===== src/rtl/data_memory_ctrl_pkg.sv =====
// Shared types and defaults for the MIPS data memory controller.
// Latency: n/a (types only).
// Backpressure: n/a (types only).
package data_memory_ctrl_pkg;

  localparam int DATA_W_DEF = 4;
  localparam int ADDR_W_DEF = 4;

  // ST_CLEAR is only reachable when the power-on clear sweep is built in.
  typedef enum logic [1:0] {
    ST_CLEAR = 2'd0,
    ST_IDLE  = 2'd1,
    ST_WAIT  = 2'd2,
    ST_RESP  = 2'd3
  } state_t;

endpackage


===== src/rtl/data_memory_ctrl_if.sv =====
// Request/response bus between the MEM stage (master) and the data memory (slave).
// Latency: n/a (wires only).
// Backpressure: master holds req until it sees ready=1 at a clock edge.
// Signals: req/we/addr/wdata from master; ready/ack/rdata from slave.
interface data_memory_ctrl_if
  import data_memory_ctrl_pkg::*;
#(
  parameter int DATA_W = DATA_W_DEF,
  parameter int ADDR_W = ADDR_W_DEF
) ();

  logic              req;
  logic              we;
  logic [ADDR_W-1:0] addr;
  logic [DATA_W-1:0] wdata;
  logic              ready;
  logic              ack;
  logic [DATA_W-1:0] rdata;

  modport master (output req, we, addr, wdata, input ready, ack, rdata);
  modport slave  (input req, we, addr, wdata, output ready, ack, rdata);

endinterface


===== src/rtl/data_memory_ctrl_dmem_array.sv =====
// Storage array: 2**ADDR_W words of DATA_W bits.
// Latency: write lands on the clock edge, read port is combinational.
// Backpressure: none; always accepts a write.
// Ports: clk, i_we/i_waddr/i_wdata (write port), i_raddr/o_rdata (read port).
module data_memory_ctrl_dmem_array #(
  parameter int DATA_W = 4,
  parameter int ADDR_W = 4
) (
  input  logic              clk,
  input  logic              i_we,
  input  logic [ADDR_W-1:0] i_waddr,
  input  logic [DATA_W-1:0] i_wdata,
  input  logic [ADDR_W-1:0] i_raddr,
  output logic [DATA_W-1:0] o_rdata
);

  logic [DATA_W-1:0] r_mem [2**ADDR_W];

  // Contents deliberately have no reset: only the optional clear sweep zeroes them.
  always_ff @(posedge clk) begin
    if (i_we) r_mem[i_waddr] <= i_wdata;
  end

  assign o_rdata = r_mem[i_raddr];

endmodule


===== src/rtl/data_memory_ctrl.sv =====
// MIPS data memory with req/ready/ack handshake, WAIT_CYCLES wait states, registered rdata.
// Latency: ack is high in the (WAIT_CYCLES+1)th cycle after the accepting edge.
// Backpressure: ready=0 outside IDLE; req is ignored (not queued) until ready returns.
// Ports: clk, rst_n (async active-low), bus (slave modport of data_memory_ctrl_if).
// Build option DMEM_CLEAR_EN: after reset, sweep zeros into every word before going IDLE.
module data_memory_ctrl
  import data_memory_ctrl_pkg::*;
#(
  parameter int DATA_W      = DATA_W_DEF,
  parameter int ADDR_W      = ADDR_W_DEF,
  parameter int WAIT_CYCLES = 1
) (
  input  logic              clk,
  input  logic              rst_n,
  data_memory_ctrl_if.slave bus
);

  localparam int          DEPTH     = 2**ADDR_W;
  localparam logic [3:0]  WAIT_INIT = 4'(WAIT_CYCLES);
`ifdef DMEM_CLEAR_EN
  localparam state_t      RST_STATE = ST_CLEAR;
`else
  localparam state_t      RST_STATE = ST_IDLE;
`endif

  state_t            r_state;
  state_t            w_state_nxt;
  logic [3:0]        r_cnt;
  logic              r_we;
  logic [ADDR_W-1:0] r_addr;
  logic [DATA_W-1:0] r_rdata;

  logic              w_accept;
  logic              w_is_read;
  logic              w_rd_load;
  logic [ADDR_W-1:0] w_rd_addr;
  logic              w_mem_we;
  logic [ADDR_W-1:0] w_mem_waddr;
  logic [DATA_W-1:0] w_mem_wdata;
  logic [DATA_W-1:0] w_mem_rdata;

`ifdef DMEM_CLEAR_EN
  logic [ADDR_W-1:0] r_clr_addr;
`endif

  assign w_accept = (r_state == ST_IDLE) && bus.req;

  // FSM state register
  always_ff @(posedge clk or negedge rst_n) begin
    if (!rst_n) r_state <= RST_STATE;
    else        r_state <= w_state_nxt;
  end

  // Next state, handshake outputs and array controls
  always_comb begin
    w_state_nxt = r_state;
    w_mem_we    = w_accept && bus.we;
    w_mem_waddr = bus.addr;
    w_mem_wdata = bus.wdata;
    // In IDLE the access being accepted has not been latched yet, so look at the bus.
    w_rd_addr   = (r_state == ST_IDLE) ? bus.addr : r_addr;
    w_is_read   = (r_state == ST_IDLE) ? !bus.we  : !r_we;
    case (r_state)
`ifdef DMEM_CLEAR_EN
      ST_CLEAR: begin
        w_mem_we    = 1'b1;
        w_mem_waddr = r_clr_addr;
        w_mem_wdata = '0;
        if (r_clr_addr == ADDR_W'(DEPTH - 1)) w_state_nxt = ST_IDLE;
      end
`endif
      ST_IDLE: if (bus.req) w_state_nxt = (WAIT_CYCLES == 0) ? ST_RESP : ST_WAIT;
      ST_WAIT: if (r_cnt == 4'd1) w_state_nxt = ST_RESP;
      ST_RESP: w_state_nxt = ST_IDLE;
      default: w_state_nxt = ST_IDLE;
    endcase
    // rdata is captured on the edge that enters RESP, reads only.
    w_rd_load = (w_state_nxt == ST_RESP) && (r_state != ST_RESP) && w_is_read;
  end

  // Request latches, wait counter, read data register
  always_ff @(posedge clk or negedge rst_n) begin
    if (!rst_n) begin
      r_cnt   <= '0;
      r_we    <= 1'b0;
      r_addr  <= '0;
      r_rdata <= '0;
    end else begin
      if (w_accept) begin
        r_we   <= bus.we;
        r_addr <= bus.addr;
        r_cnt  <= WAIT_INIT;
      end else if (r_state == ST_WAIT && r_cnt != 4'd0) begin
        r_cnt <= r_cnt - 4'd1;
      end
      if (w_rd_load) r_rdata <= w_mem_rdata;
    end
  end

`ifdef DMEM_CLEAR_EN
  // Reset during the sweep restarts it from word 0.
  always_ff @(posedge clk or negedge rst_n) begin
    if (!rst_n)                  r_clr_addr <= '0;
    else if (r_state == ST_CLEAR) r_clr_addr <= r_clr_addr + 1'b1;
  end
`endif

  assign bus.ready = (r_state == ST_IDLE);
  assign bus.ack   = (r_state == ST_RESP);
  assign bus.rdata = r_rdata;

  data_memory_ctrl_dmem_array #(
    .DATA_W (DATA_W),
    .ADDR_W (ADDR_W)
  ) u_array (
    .clk     (clk),
    .i_we    (w_mem_we),
    .i_waddr (w_mem_waddr),
    .i_wdata (w_mem_wdata),
    .i_raddr (w_rd_addr),
    .o_rdata (w_mem_rdata)
  );

endmodule


===== src/flat_wrapper.sv =====
// flat-port wrapper written by rule: the top's interface ports become plain ports
module data_memory_ctrl_flat import data_memory_ctrl_pkg::*;
#(
  parameter int DATA_W      = DATA_W_DEF,
  parameter int ADDR_W      = ADDR_W_DEF,
  parameter int WAIT_CYCLES = 1
)
  (clk, rst_n, bus_req, bus_we, bus_addr, bus_wdata, bus_ready, bus_ack, bus_rdata);
  data_memory_ctrl_if #(.DATA_W(DATA_W), .ADDR_W(ADDR_W)) bus_i ();
  input  logic clk;
  input  logic rst_n;
  input wire logic [$bits(bus_i.req)-1:0] bus_req;
  input wire logic [$bits(bus_i.we)-1:0] bus_we;
  input wire logic [$bits(bus_i.addr)-1:0] bus_addr;
  input wire logic [$bits(bus_i.wdata)-1:0] bus_wdata;
  output wire logic [$bits(bus_i.ready)-1:0] bus_ready;
  output wire logic [$bits(bus_i.ack)-1:0] bus_ack;
  output wire logic [$bits(bus_i.rdata)-1:0] bus_rdata;
  assign bus_i.req = bus_req;
  assign bus_i.we = bus_we;
  assign bus_i.addr = bus_addr;
  assign bus_i.wdata = bus_wdata;
  assign bus_ready = bus_i.ready;
  assign bus_ack = bus_i.ack;
  assign bus_rdata = bus_i.rdata;
  data_memory_ctrl #(.DATA_W(DATA_W), .ADDR_W(ADDR_W), .WAIT_CYCLES(WAIT_CYCLES)) u_core (.clk(clk), .rst_n(rst_n), .bus(bus_i));
endmodule

===== config.mk =====
export PLATFORM = sky130hd
export DESIGN_NAME = data_memory_ctrl_flat
export DESIGN_NICKNAME = d
export VERILOG_FILES = /design/src/rtl/data_memory_ctrl_pkg.sv /design/src/rtl/data_memory_ctrl_if.sv /design/src/rtl/data_memory_ctrl_dmem_array.sv /design/src/rtl/data_memory_ctrl.sv /design/src/flat_wrapper.sv
export SDC_FILE = /design/constraint.sdc
export NUM_CORES = 1
export LEC_CHECK = 0
export ABC_CLOCK_PERIOD_IN_PS = 2500
export BUFFER_PORTS_ARGS = -buffer_cell sky130_fd_sc_hd__buf_2
export CORE_MARGIN = 10
export CORE_UTILIZATION = 55
export DETAILED_ROUTE_END_ITERATION = 7
export PLACE_DENSITY = 0.73
export SLEW_MARGIN = 40
export SYNTH_ARGS = -nofsm -noshare
export SYNTH_HDL_FRONTEND = slang
export SYNTH_SLANG_ARGS = --single-unit

===== constraint.sdc =====
create_clock -name clk -period 2.5 [get_ports clk]
set_clock_uncertainty 0.05 [all_clocks]
set_input_delay 0.5 -clock clk [delete_from_list [all_inputs] [get_ports clk]]
set_output_delay 0.5 -clock clk [all_outputs]
set_load 0.01 [all_outputs]

# Word level (Yosys, flattened, before mapping)
# Memory sizes are Yosys's and may differ from the RTL's. A register that Yosys moved wholly into a read port is not among the register bits.
# Index checks and enable logic that the tools add are counted.
[totals] regBits=11 latchBits=0 mem_bits_rw=64 romBits=0 input_bits=12 output_inout_bits=6 wordCells=31 mem_count=1
[memory_table] name="u_core.u_array.r_mem" depth=16 word_bits=4 read_ports=1 rd_clocked_by_memory_dff=1 write_ports=1 line_no="data_memory_ctrl_dmem_array.sv:17" text="logic [DATA_W-1:0] r_mem [2**ADDR_W];"
[op_classes] add_sub_neg=1 mul=0 div_mod_pow=0 order_cmp=0 eq_ne=6 shift=0 mux=9 n_bitwise=0 n_reduce_logical=10
[op_table] op="4-bit two-way mux" count=3
[op_table] op="2-bit equality test (second input constant)" count=3
[op_table] op="1-bit logical AND" count=5
[op_table] op="4-bit by 1-bit equality test with 1-bit output (second input constant)" count=1
[op_table] op="2-bit two-way mux" count=2
[op_table] op="2-bit one-hot mux with 2 select lines" count=1
[op_table] op="4-bit nonzero test" count=1
[op_table] op="4-bit by 1-bit subtractor with 4-bit output (second input constant)" count=1
[op_table] op="1-bit zero test" count=3
[op_table] op="1-bit two-way mux" count=3
[op_table] op="2-bit by 1-bit equality test with 1-bit output (second input constant)" count=1
[op_table] op="2-bit != test (second input constant)" count=1
[op_table] op="2-bit nonzero test" count=1

# Logic depth before layout (Yosys ltp)
[depth] ltp_word=6 mapped_depth=11 depth_no_buf=8

# Hierarchy
# From an unflattened synthesis, not the netlist that was laid out.
[hier_totals] hier_cells=189 area_unflattened_um2=3388.2
[modules_own_cells] mod="data_memory_ctrl_dmem_array" instances=1 cells_per_inst=126 area_each_um2=2586.2 seq_area_each_um2=1921.8
[modules_own_cells] mod="data_memory_ctrl" instances=1 cells_per_inst=63 area_each_um2=802.0 seq_area_each_um2=376.6

# Worst setup path after synthesis
# OpenSTA, ideal clock, no wires.
[synth_timing] path_type="flip-flop to flip-flop" startpoint="register u_core.r_state[0]" endpoint="memory u_core.u_array.r_mem[0][0], enable pin" setup_time_ns=0.361 t_arrival_ns=1.949 slack_ns=0.139 stages_incl_launch_ff=8 path_buffers=2 period_less_slack_ns=2.361 path_cell_list="dfstp_2 ha_1 buf_6 buf_6 and2_1 nand2_1 or3_1 nor3_1"
[synth_via] elab_chain_cells=5
[synth_rtl] item="start: declaration" line_no="data_memory_ctrl.sv:26" text="state_t r_state;"
[synth_rtl] item="start signal: assignment" line_no="data_memory_ctrl.sv:51" text="else r_state <= w_state_nxt;"
[synth_rtl] item="2-bit by 1-bit equality test with 1-bit output"
[synth_rtl] item="net bus_ready" line_no="flat_wrapper.sv:16" text="output wire logic [$bits(bus_i.ready)-1:0] bus_ready;"
[synth_rtl] item="1-bit logical AND" line_no="data_memory_ctrl.sv:46" text="assign w_accept = (r_state == ST_IDLE) && bus.req;"
[synth_rtl] item="1-bit logical AND" line_no="data_memory_ctrl.sv:57" text="w_mem_we = w_accept && bus.we;"
[synth_rtl] item="1-bit two-way mux" line_no="data_memory_ctrl_dmem_array.sv:21" text="if (i_we) r_mem[i_waddr] <= i_wdata;"
[synth_rtl] item="1-bit two-way mux (not written as such)" line_no="data_memory_ctrl_dmem_array.sv:21"
[synth_rtl] item="end: declaration" line_no="data_memory_ctrl_dmem_array.sv:17"
# The timed path passes the listed nets, and every way through them passes these cells.

# Worst setup path in the final report
[layout_timing] startpoint="register u_core.r_state[0]" endpoint="register u_core.r_rdata[3], in the netlist u_core.bus.rdata[3], read port of u_core.u_array.r_mem"
[layout_via] elab_chain_cells=5
[layout_rtl] item="2-bit equality test, or another cell as far along" line_no="data_memory_ctrl.sv:63" text="case (r_state)"
[layout_rtl] item="2-bit one-hot mux with 2 select lines" line_no="data_memory_ctrl.sv:63"
[layout_rtl] item="2-bit equality test" line_no="data_memory_ctrl.sv:78" text="w_rd_load = (w_state_nxt == ST_RESP) && (r_state != ST_RESP) && w_is_read;"
[layout_rtl] item="1-bit logical AND (2 in a row)" line_no="data_memory_ctrl.sv:78"
[layout_rtl] item="end: declaration" line_no="data_memory_ctrl.sv:31" text="logic [DATA_W-1:0] r_rdata;"
# Several ways; a longest one is shown, not always the timed one.
# A chain may end at the register's enable or synchronous reset.

==> summary.txt <==
WL final: 9570 um
Synth top area share: 50.3%
# DRC: 0
Final Hold Fails: 0
WS Path Type: flip-flop to flip-flop
Pin count of the biggest net entering global routing: 21
Clock transition at the registers of the reported paths: 0.08 ns
Post-Place Cells: 441
Largest area contributor in the netlist: edfxtp_1
Highest clock rate: 0.417 GHz
RD Place Congestion: 0.913
Post-route clock period utilization: 96.0%
Worst-path fanout max: 13
Static Leak: 0.00153 uW
Worst-Skew Late Latency: 0.35 ns
CP startpoint kind: flip-flop
WP depth: 8
EDFF count, synth: 64
Layout cells sized above 1: 17.3%
Clk sink count: 79
Global-route wire length before repair: 14,900 um
Fillers: 551
Reg2reg end: u_core.bus.rdata[3]
Count of state elements after synthesis: 79
Drt pass-1 iters: 5
Min Hold Slack: 0.403 ns
Hold_sp: bus_we
Post-route minimum period: 2.40 ns
Max Cap Violations: 0
Cell Count, Final, Fillers Out: 461
Max-Slew Margin vs Limit: 66.1%
IO buf count: 17
Post-synth cell types: 47
WL/cell: 20.7 um
Sequential element share of the synthesized area: 60.1%
R2R Path Start: u_core.r_state[0]
Core ar.: 6760 um2
Die width: 103 um
Mapped Area: 3820 um2
Via/cell ratio: 6.31
DRT antenna net count: 0
Gr usage total: 18.7%
DR vias: 2,907
Pin slew with the least headroom to its limit: 0.507 ns
Reg2reg setup slack: 0.10 ns
Area grow syn2layout: 11.6%
Die area: 10,700 um2
Initial DRC count: 340
Top cells by area, synth: edfxtp_1 50%, dfrtp_1 9.2%, nor2_1 5.3%
Post-route cell area: 4260 um2
Initial Utilization: 56.6%
Final worst setup slack: 0.101 ns
Worst Hold Endpoint: u_core.r_we
Post-synth net total: 366
Number of diodes: 0
Clock buffer depth: 2
Final setup TNS: 0 ns
Dpl ws: 0.0804 ns
Crit. End Element: flip-flop
Cells after Synth: 348
I/O Pins: 18
Cell Rows: 30
DP HPWL: 6530 um
Worst-path cell chain: ha_2 > buf_4 > nand2b_4 > o22ai_1 > nor3_1 > a311oi_2 > nor4_2 > a21oi_1
Top FF cell, synth: edfxtp_1
Synth Warn #: 0
CTS tree: built
CP max stage cell: dfstp_2
Synth async-reset ratio: 19.0%
DP Area: 4000 um2
WP data arrival: 2.56 ns
Class of the worst hold path: primary input to flip-flop
Initial antenna violation count: 0
Mean post-synth cell area: 11.0 um2
Die H: 103 um
Clock root buffer: clkbuf_8
CP max stage delay: 0.56 ns
Inserted Clock Buffers: 9
Outcome: complete, no violations
WHS Path Cells: 3
Vias in the first global route: 2,865
Top cells by count, synth: 64 x edfxtp_1, 54 x nor2_1, 39 x o21ai_0, 19 x a21oi_1, 19 x nand2_1
P per Cell Area: 1060 nW/um2
Global route total overflow: 0
R2r worst-path depth: 8
Htree depth: 3
Final setup viols: 0
Crit path required time: 2.66 ns
Max-slew violations: 0
Layout net count: 394
Maximum VDD drop: 0.000437 V
Bufs and invs on worst path: 1
Cell with the most instances after synthesis: edfxtp_1
Top cell family by delay on the critical path: simple AND/OR/NAND/NOR gates
==> layout make-up <==
| type | count | area (um2) | area share (%) |
|---|---|---|---|
| clock buffer | 15 | 199 | 4.67 |
| clock inverter | 1 | 7.51 | 0.176 |
| inverter | 16 | 60.1 | 1.41 |
| multi-input combinational | 233 | 1360 | 31.9 |
| sequential | 79 | 2300 | 53.9 |
| tap | 80 | 100 | 2.35 |
| timing repair buffer | 37 | 238 | 5.58 |
==> worst reg2reg max path: stages (launching register included) <==
cell      delay [ns]
dfstp_2         0.56
ha_2            0.25
buf_4           0.20
nand2b_4        0.26
o22ai_1         0.15
nor3_1          0.23
a311oi_2        0.10
nor4_2          0.36
a21oi_1         0.11
==> cells by family (layout without fill, tap and decap cells) <==
family | Yosys count | count (layout) | share of synthesized area (%)
adders and majority gates | 6 | 6 | 1.96
AOI/OAI and AO/OA | 108 | 108 | 18.0
buffers and inverters | 36 | 69 | 4.84
xor gates and xnor gates | 3 | 3 | 0.688
muxes | 2 | 2 | 0.556
and+or+nand+nor | 114 | 114 | 13.8
DFF | 79 | 79 | 60.1
==> power by group <==
part           internal (uW)  leakage (uW)  switching, uW
Clock                    511      0.000100            441
Sequential              1540      0.000758            133
Combinational            721      0.000673           1160
Total                   2780       0.00153           1730
==> per-layer routing <==
| layer | GRT usage, % | part of all wire [%] |
|---|---|---|
| met4 | 10.4 | 4.5 |
| met3 | 4.52 | 8.5 |
| met5 | 0 | 0 |
| met2 | 28.1 | 45 |
| met1 | 24.2 | 42 |
==> cells in the final DEF (no fill, tap or decap), types with 2 or more instances in the layout <==
cell type and n:
nand4_1 2, nand2b_1 4, a21oi_1 19, nor2_1 54, inv_1 16, or3_1 2
xnor2_1 2, clkbuf_8 10, o211ai_1 6, a41oi_1 3, o22ai_1 13, clkbuf_1 3
nand3_1 10, clkbuf_16 2, o21ai_0 39, nor3_1 12, o21ai_1 6, nand2_1 19
nor2b_1 2, ha_1 5, buf_2 17, o22ai_2 6, a211oi_1 3, o311ai_0 3
buf_4 19, edfxtp_1 64, o31ai_1 2, dfrtp_1 14
==> registers in the layout, summed over array words and instances, names as in the netlist <==
| name | cells |
|---|---|
| u_core.r_we | 1 |
| u_core.bus.rdata | 4 |
| u_core.u_array.r_mem | 64 |
| u_core.r_cnt | 4 |
| u_core.r_state | 2 |
| u_core.r_addr | 4 |
==> worst max-delay path by stage <==
stage                      start                          to
5_1_grt        u_core.r_state[0]         u_core.bus.rdata[3]
6_report       u_core.r_state[0]         u_core.bus.rdata[3]
3_3_place_gp   u_core.r_state[0]         u_core.bus.rdata[3]
4_1_cts        u_core.r_state[0]         u_core.bus.rdata[3]
3_5_place_dp   u_core.r_state[0]         u_core.bus.rdata[3]
2_1_floorplan  u_core.r_state[0]  u_core.u_array.r_mem[0][0]
==> per-stage QoR <==
step / util [%] / power, uW
final: 63.1 / 4510
after floorplan: - / 2980
after detailed placement: 59.2 / 3460
after global placement: 59.2 / 3420
after global routing: 63.1 / 4770
after CTS: 62.4 / 4410
==> timing repair <==
| action | in CTS | in global routing |
|---|---|---|
| buffers inserted | 0 | 3 |
| endpoints found under the hold margin | 8 | 0 |
| endpoints found under the setup margin | 0 | 19 |
| hold buffers | 1 | 0 |
| gates resized for setup | 0 | 4 |
Power figures use the tool's default switching activity.
